`src/rtl/pipe_pkg.sv`:
```
// Shared pipeline definitions: opcodes, the zero register and the hazard FSM state type.
// Latency: none (declarations only).
// Backpressure: none (declarations only).
package pipe_pkg;

    localparam logic [5:0] OP_LW  = 6'b100011;
    localparam logic [5:0] OP_SW  = 6'b101011;
    localparam logic [5:0] OP_BEQ = 6'b000100;
    localparam logic [5:0] OP_J   = 6'b000010;

    localparam logic [4:0] REG_ZERO = 5'd0;

    typedef enum logic {
        HZ_RUN   = 1'b0,
        HZ_STALL = 1'b1
    } hz_state_t;

endpackage

```
`src/rtl/load_use_cmp.sv`:
```
// Load-use comparator: flags an IF/ID source that reads the destination of a load in ID/EX.
// Latency: purely combinational, zero cycles.
// Backpressure: none; the caller turns lu_hit into a stall.
module load_use_cmp
    import pipe_pkg::*;
(
    input  logic       mem_read_idex,
    input  logic [4:0] rt_idex,
    input  logic [4:0] rs_ifid,
    input  logic [4:0] rt_ifid,
    input  logic       uses_rt_ifid,
    output logic       lu_hit
);

    logic w_rs_match;
    logic w_rt_match;
    logic w_dest_live;

    // $0 is hardwired, so a load "into" it never produces a real dependency.
    assign w_dest_live = (rt_idex != REG_ZERO);
    assign w_rs_match  = (rt_idex == rs_ifid);
    // rt only matters when the younger instruction actually reads it (R-type, store, branch).
    assign w_rt_match  = uses_rt_ifid & (rt_idex == rt_ifid);
    assign lu_hit      = mem_read_idex & w_dest_live & (w_rs_match | w_rt_match);

endmodule

```
`src/rtl/hazard_ctrl.sv`:
```
// Hazard controller: load-use stalls (multi-cycle via a small FSM) and branch/jump flushes.
// Latency: outputs combinational from state and inputs; state/counter update on rising clk.
// Backpressure: drives pc_write/if_id_write low to hold the front end. Optional HAZARD_PERF_CNT_EN adds counters.
module hazard_ctrl
    import pipe_pkg::*;
#(
    parameter int LOAD_USE_CYCLES = 1,
    parameter int STALL_CNT_W     = 4
) (
    input  logic       clk,
    input  logic       rst,
    input  logic [4:0] rs_ifid,
    input  logic [4:0] rt_ifid,
    input  logic       uses_rt_ifid,
    input  logic       mem_read_idex,
    input  logic [4:0] rt_idex,
    input  logic       branch_idex,
    input  logic       zero_ex,
    input  logic       jump_idex,
    output logic       pc_write,
    output logic       if_id_write,
    output logic       if_id_flush,
    output logic       control_mux,
    output logic       stall_active
`ifdef HAZARD_PERF_CNT_EN
    ,
    output logic [31:0] stall_cycles,
    output logic [31:0] flush_events
`endif
);

    // The first bubble is issued from RUN, so STALL only covers the remaining cycles.
    localparam logic [STALL_CNT_W-1:0] LU_RELOAD = STALL_CNT_W'(LOAD_USE_CYCLES - 1);
    localparam logic [STALL_CNT_W-1:0] CNT_ONE   = STALL_CNT_W'(1);

    hz_state_t              r_state;
    hz_state_t              w_next_state;
    logic [STALL_CNT_W-1:0] r_cnt;
    logic [STALL_CNT_W-1:0] w_next_cnt;
    logic                   w_lu_hit;
    logic                   w_redirect;

    load_use_cmp u_load_use_cmp (
        .mem_read_idex (mem_read_idex),
        .rt_idex       (rt_idex),
        .rs_ifid       (rs_ifid),
        .rt_ifid       (rt_ifid),
        .uses_rt_ifid  (uses_rt_ifid),
        .lu_hit        (w_lu_hit)
    );

    assign w_redirect = jump_idex | (branch_idex & zero_ex);

    // State and stall counter register; reset abandons any stall in progress.
    always_ff @(posedge clk) begin
        if (!rst) begin
            r_state <= HZ_RUN;
            r_cnt   <= '0;
        end else begin
            r_state <= w_next_state;
            r_cnt   <= w_next_cnt;
        end
    end

    // Next-state and output decode; redirect outranks any stall in either state.
    always_comb begin
        w_next_state = r_state;
        w_next_cnt   = r_cnt;
        pc_write     = 1'b1;
        if_id_write  = 1'b1;
        if_id_flush  = 1'b0;
        control_mux  = 1'b1;

        if (!rst) begin
            // Hold the front end and keep bubbles flowing while in reset.
            pc_write     = 1'b0;
            if_id_write  = 1'b0;
            if_id_flush  = 1'b1;
            control_mux  = 1'b0;
            w_next_state = HZ_RUN;
            w_next_cnt   = '0;
        end else if (w_redirect) begin
            // Squash the two younger instructions (IF/ID and the one entering ID/EX).
            if_id_flush  = 1'b1;
            control_mux  = 1'b0;
            w_next_state = HZ_RUN;
            w_next_cnt   = '0;
        end else begin
            case (r_state)
                HZ_RUN: begin
                    if (w_lu_hit) begin
                        pc_write    = 1'b0;
                        if_id_write = 1'b0;
                        control_mux = 1'b0;
                        if (LOAD_USE_CYCLES > 1) begin
                            w_next_state = HZ_STALL;
                            w_next_cnt   = LU_RELOAD;
                        end
                    end
                end
                HZ_STALL: begin
                    // lu_hit is ignored: the load has already moved past the bubble.
                    pc_write    = 1'b0;
                    if_id_write = 1'b0;
                    control_mux = 1'b0;
                    if (r_cnt <= CNT_ONE) begin
                        w_next_state = HZ_RUN;
                        w_next_cnt   = '0;
                    end else begin
                        w_next_cnt = r_cnt - CNT_ONE;
                    end
                end
                default: begin
                    w_next_state = HZ_RUN;
                    w_next_cnt   = '0;
                end
            endcase
        end
    end

    assign stall_active = ~pc_write;

`ifdef HAZARD_PERF_CNT_EN
    logic [31:0] r_stall_cycles;
    logic [31:0] r_flush_events;

    // Free-running event counters; they only count cycles outside reset and wrap naturally.
    always_ff @(posedge clk) begin
        if (!rst) begin
            r_stall_cycles <= '0;
            r_flush_events <= '0;
        end else begin
            if (stall_active) begin
                r_stall_cycles <= r_stall_cycles + 32'd1;
            end
            if (if_id_flush) begin
                r_flush_events <= r_flush_events + 32'd1;
            end
        end
    end

    assign stall_cycles = r_stall_cycles;
    assign flush_events = r_flush_events;
`endif

endmodule
```
`config.mk`:
```
export PLATFORM = sky130hd
export DESIGN_NAME = hazard_ctrl
export DESIGN_NICKNAME = d
export VERILOG_FILES = /design/src/rtl/pipe_pkg.sv /design/src/rtl/load_use_cmp.sv /design/src/rtl/hazard_ctrl.sv
export SDC_FILE = /design/constraint.sdc
export NUM_CORES = 1
export LEC_CHECK = 0
export ABC_AREA = 1
export CORE_MARGIN = 2
export CORE_UTILIZATION = 37
export DETAILED_ROUTE_END_ITERATION = 10
export GPL_ROUTABILITY_DRIVEN = 0
export PLACE_DENSITY_LB_ADDON = 0.12
export SETUP_SLACK_MARGIN = 0.2
export SLEW_MARGIN = 10
export SYNTH_ARGS = -nofsm -noshare
export SYNTH_HDL_FRONTEND = slang
export SYNTH_SLANG_ARGS = --single-unit
```
`constraint.sdc`:
```
create_clock -name clk -period 1.5 [get_ports clk]
set_input_delay 0.15 -clock clk [delete_from_list [all_inputs] [get_ports clk]]
set_output_delay 0.15 -clock clk [all_outputs]
set_load 0.005 [all_outputs]
```
==> results_dict.tcl <==
set metrics [dict create \
    status "completed" \
    synth_nets 118 \
    ys_warn_count 0 \
    synth_top_area_share_pct 23.3 \
    grt_pass1_vias 541 \
    cp-end-kind "output port" \
    critPathArrivalTime_ns 1.07 \
    firstDrtPassIters 2 \
    hold_class "reg -> reg" \
    grt-ovfl-total 0 \
    fmax_ghz 0.820 \
    swShare_pct 26.5 \
    final_common_cell "nand2_1" \
    area_growth_pct 53.9 \
    p_seq_share_pct 33.1 \
    synth_area_um2 499 \
    clk_pin_slew_ns 0.04 \
    design_area_um2 768 \
    max_slew_margin_pct 83.1 \
    drc_errors 0 \
    syn_area_per_cell_um2 5.31 \
    cts_buffers 3 \
    p_clk_share_pct 37.0 \
    vias_per_cell 4.32 \
    worstSetupPathType "in -> out" \
    grt_max_degree 6 \
    cap_violations 0 \
    fin_crit_sh_pct 81.3 \
    htree_num_levels 1 \
    drive_above_1_share_pct 33.6 \
    finalHoldViolCount 0 \
    layout_common_cells "nand2_1, inv_1, clkbuf_2, nor2_1, buf_4" \
    wl_met3_um 23 \
    synthTopCellsByArea "nand2_1, dfxtp_1, inv_1, nor2_1, ha_1" \
    ir_worst_vdd_mv 0.176 \
    crit_required_ns 1.35 \
    clock-sinks 5 \
    yosys_register_bits 5 \
    grt_pass1_wl_mm 1.86 \
    cts_tree "done" \
    powerDensity_nw_per_um2 525 \
    routed-via-count 630 \
    worst_pin_slew_ns 0.251 \
    antennaDiodeCount 0 \
    netlist_instances 94 \
    yosys.cell_types.count 17 \
    antenna_found_initial 0 \
    synth_top_area_cell "nand2_1" \
    leakage_nw 0.465 \
    die_area_um2 1660 \
    portBuffers 26 \
    routed_wl_mm 1.15 \
    io_pins 27 \
    yosysSeqAreaShare_pct 20.1 \
    startpoint_type "input port" \
    start_util_pct 38.9 \
    grt.total_usage_pct 16.5 \
    die-width_um 40.7 \
    internal_power_mw 0.296 \
    met2WireLength_um 582 \
    fin_nets 156 \
    top_layer "met3" \
    placed_cell_area_um2 801 \
    hpwl_um 949 \
    rsz0062_at_grt "no" \
    drtIter0Drc 5 \
    setup_viol 0 \
    fin_skew_ns 0.000871 \
    slew_violations 0 \
    ant_nets 0 \
    n_fill_cell 147 \
    critPathMaxFanout 2 \
    switchingPower_mw 0.107 \
    post-route-min-period_ns 1.22 \
    clk_path_buf_depth 2 \
    dieHeight_um 40.7 \
    worstSkewPairLatency_ns 0.23 \
    met1_length_um 539 \
    worst_hold_slack_ns 0.471 \
    fp-row-count 13 \
    p_comb_share_pct 29.9 \
    fp.coreArea_um2 1280 \
    wl_per_cell_um 7.84 \
    root_buffer "clkbuf_4" \
]
kinds of logic after synthesis:
group                      count (synthesis)  share of synthesized area [%]
DFF                                        5                           20.1
and+or+nand+nor                           55                           45.4
buffers and inverters                     23                           18.0
adders and majority gates                  2                           5.01
xor gates and xnor gates                   2                           3.51
AOI/OAI and AO/OA                          7                           8.02
final timing paths:
kind         startpoint          end  slack, ns  cells after the start
max             zero_ex  control_mux       0.28                      7
min            r_cnt[2]     r_cnt[2]       0.47                      2
min reg2reg    r_cnt[2]     r_cnt[2]       0.47                      2
max reg2reg    r_cnt[0]     r_cnt[1]       0.32                      5
per-layer routing:
metal / GRT usage [%] / vias to the layer above
met3: 3.26 / 0
met2: 30.6 / 8
li1: - / 354
met1: 18.8 / 268
met5: 0 / -
met4: 5.00 / 0
synthesized netlist by cell type:
cell type / instances
nor2_2: 1
nand2_2: 3
nand2_1: 31
xor2_1: 1
buf_4: 1
dfxtp_1: 5
xnor2_1: 1
a21o_1: 1
nor2_1: 14
nand4_1: 2
a21oi_1: 2
ha_1: 2
inv_2: 4
o31ai_1: 1
o21ai_0: 3
inv_1: 18
nand3_1: 4
stage by stage:
stage	TNS, ns	utilization, %	cells	setup slack [ns]	total power, mW
final	0	59.8	146	0.281	0.403
after global routing	0	59.8	146	0.204	0.440
after CTS	0	63.7	146	0.201	0.415
after detailed placement	-1.92	62.3	138	-0.486	0.275
after global placement	-1.81	62.3	138	-0.456	0.273
after floorplan	0	-	94	0.394	0.187
power by group through the flow:
stage | combinational, mW | sequential (mW) | clock [mW]
floorplan | 0.0518 | 0.136 | 0
global placement | 0.137 | 0.136 | 0
detailed placement | 0.139 | 0.136 | 0
CTS | 0.125 | 0.133 | 0.157
global route | 0.139 | 0.133 | 0.168
finish | 0.120 | 0.133 | 0.149
layout make-up:
class	count	area, µm²	area share [%]
multi-input cells	66	320	41.7
well taps	15	18.8	2.44
flip-flops and latches	5	100	13.0
clock buffers	4	26.3	3.42
inverters	22	82.6	10.7
repair buffers	34	220	28.7
worst max-delay path, cell delays in order:
cell,delay [ns]
dlygate4sd2_1,0.24
a21o_1,0.19
nor2_2,0.13
inv_1,0.06
buf_4,0.12
nor2_1,0.07
buf_2,0.11
timing repair:
item                       in CTS  in global routing
resized for setup              49                 29
pin swaps                      19                 16
setup endpoints to repair       5                  5
setup buffers                   4                  0
hold buffers                    0                  0
state kept, by name, summed over array words and instances, names as in the netlist:
name and cells:
r_cnt 4, r_state 1
No activity file was read; power rests on OpenSTA's default activity.
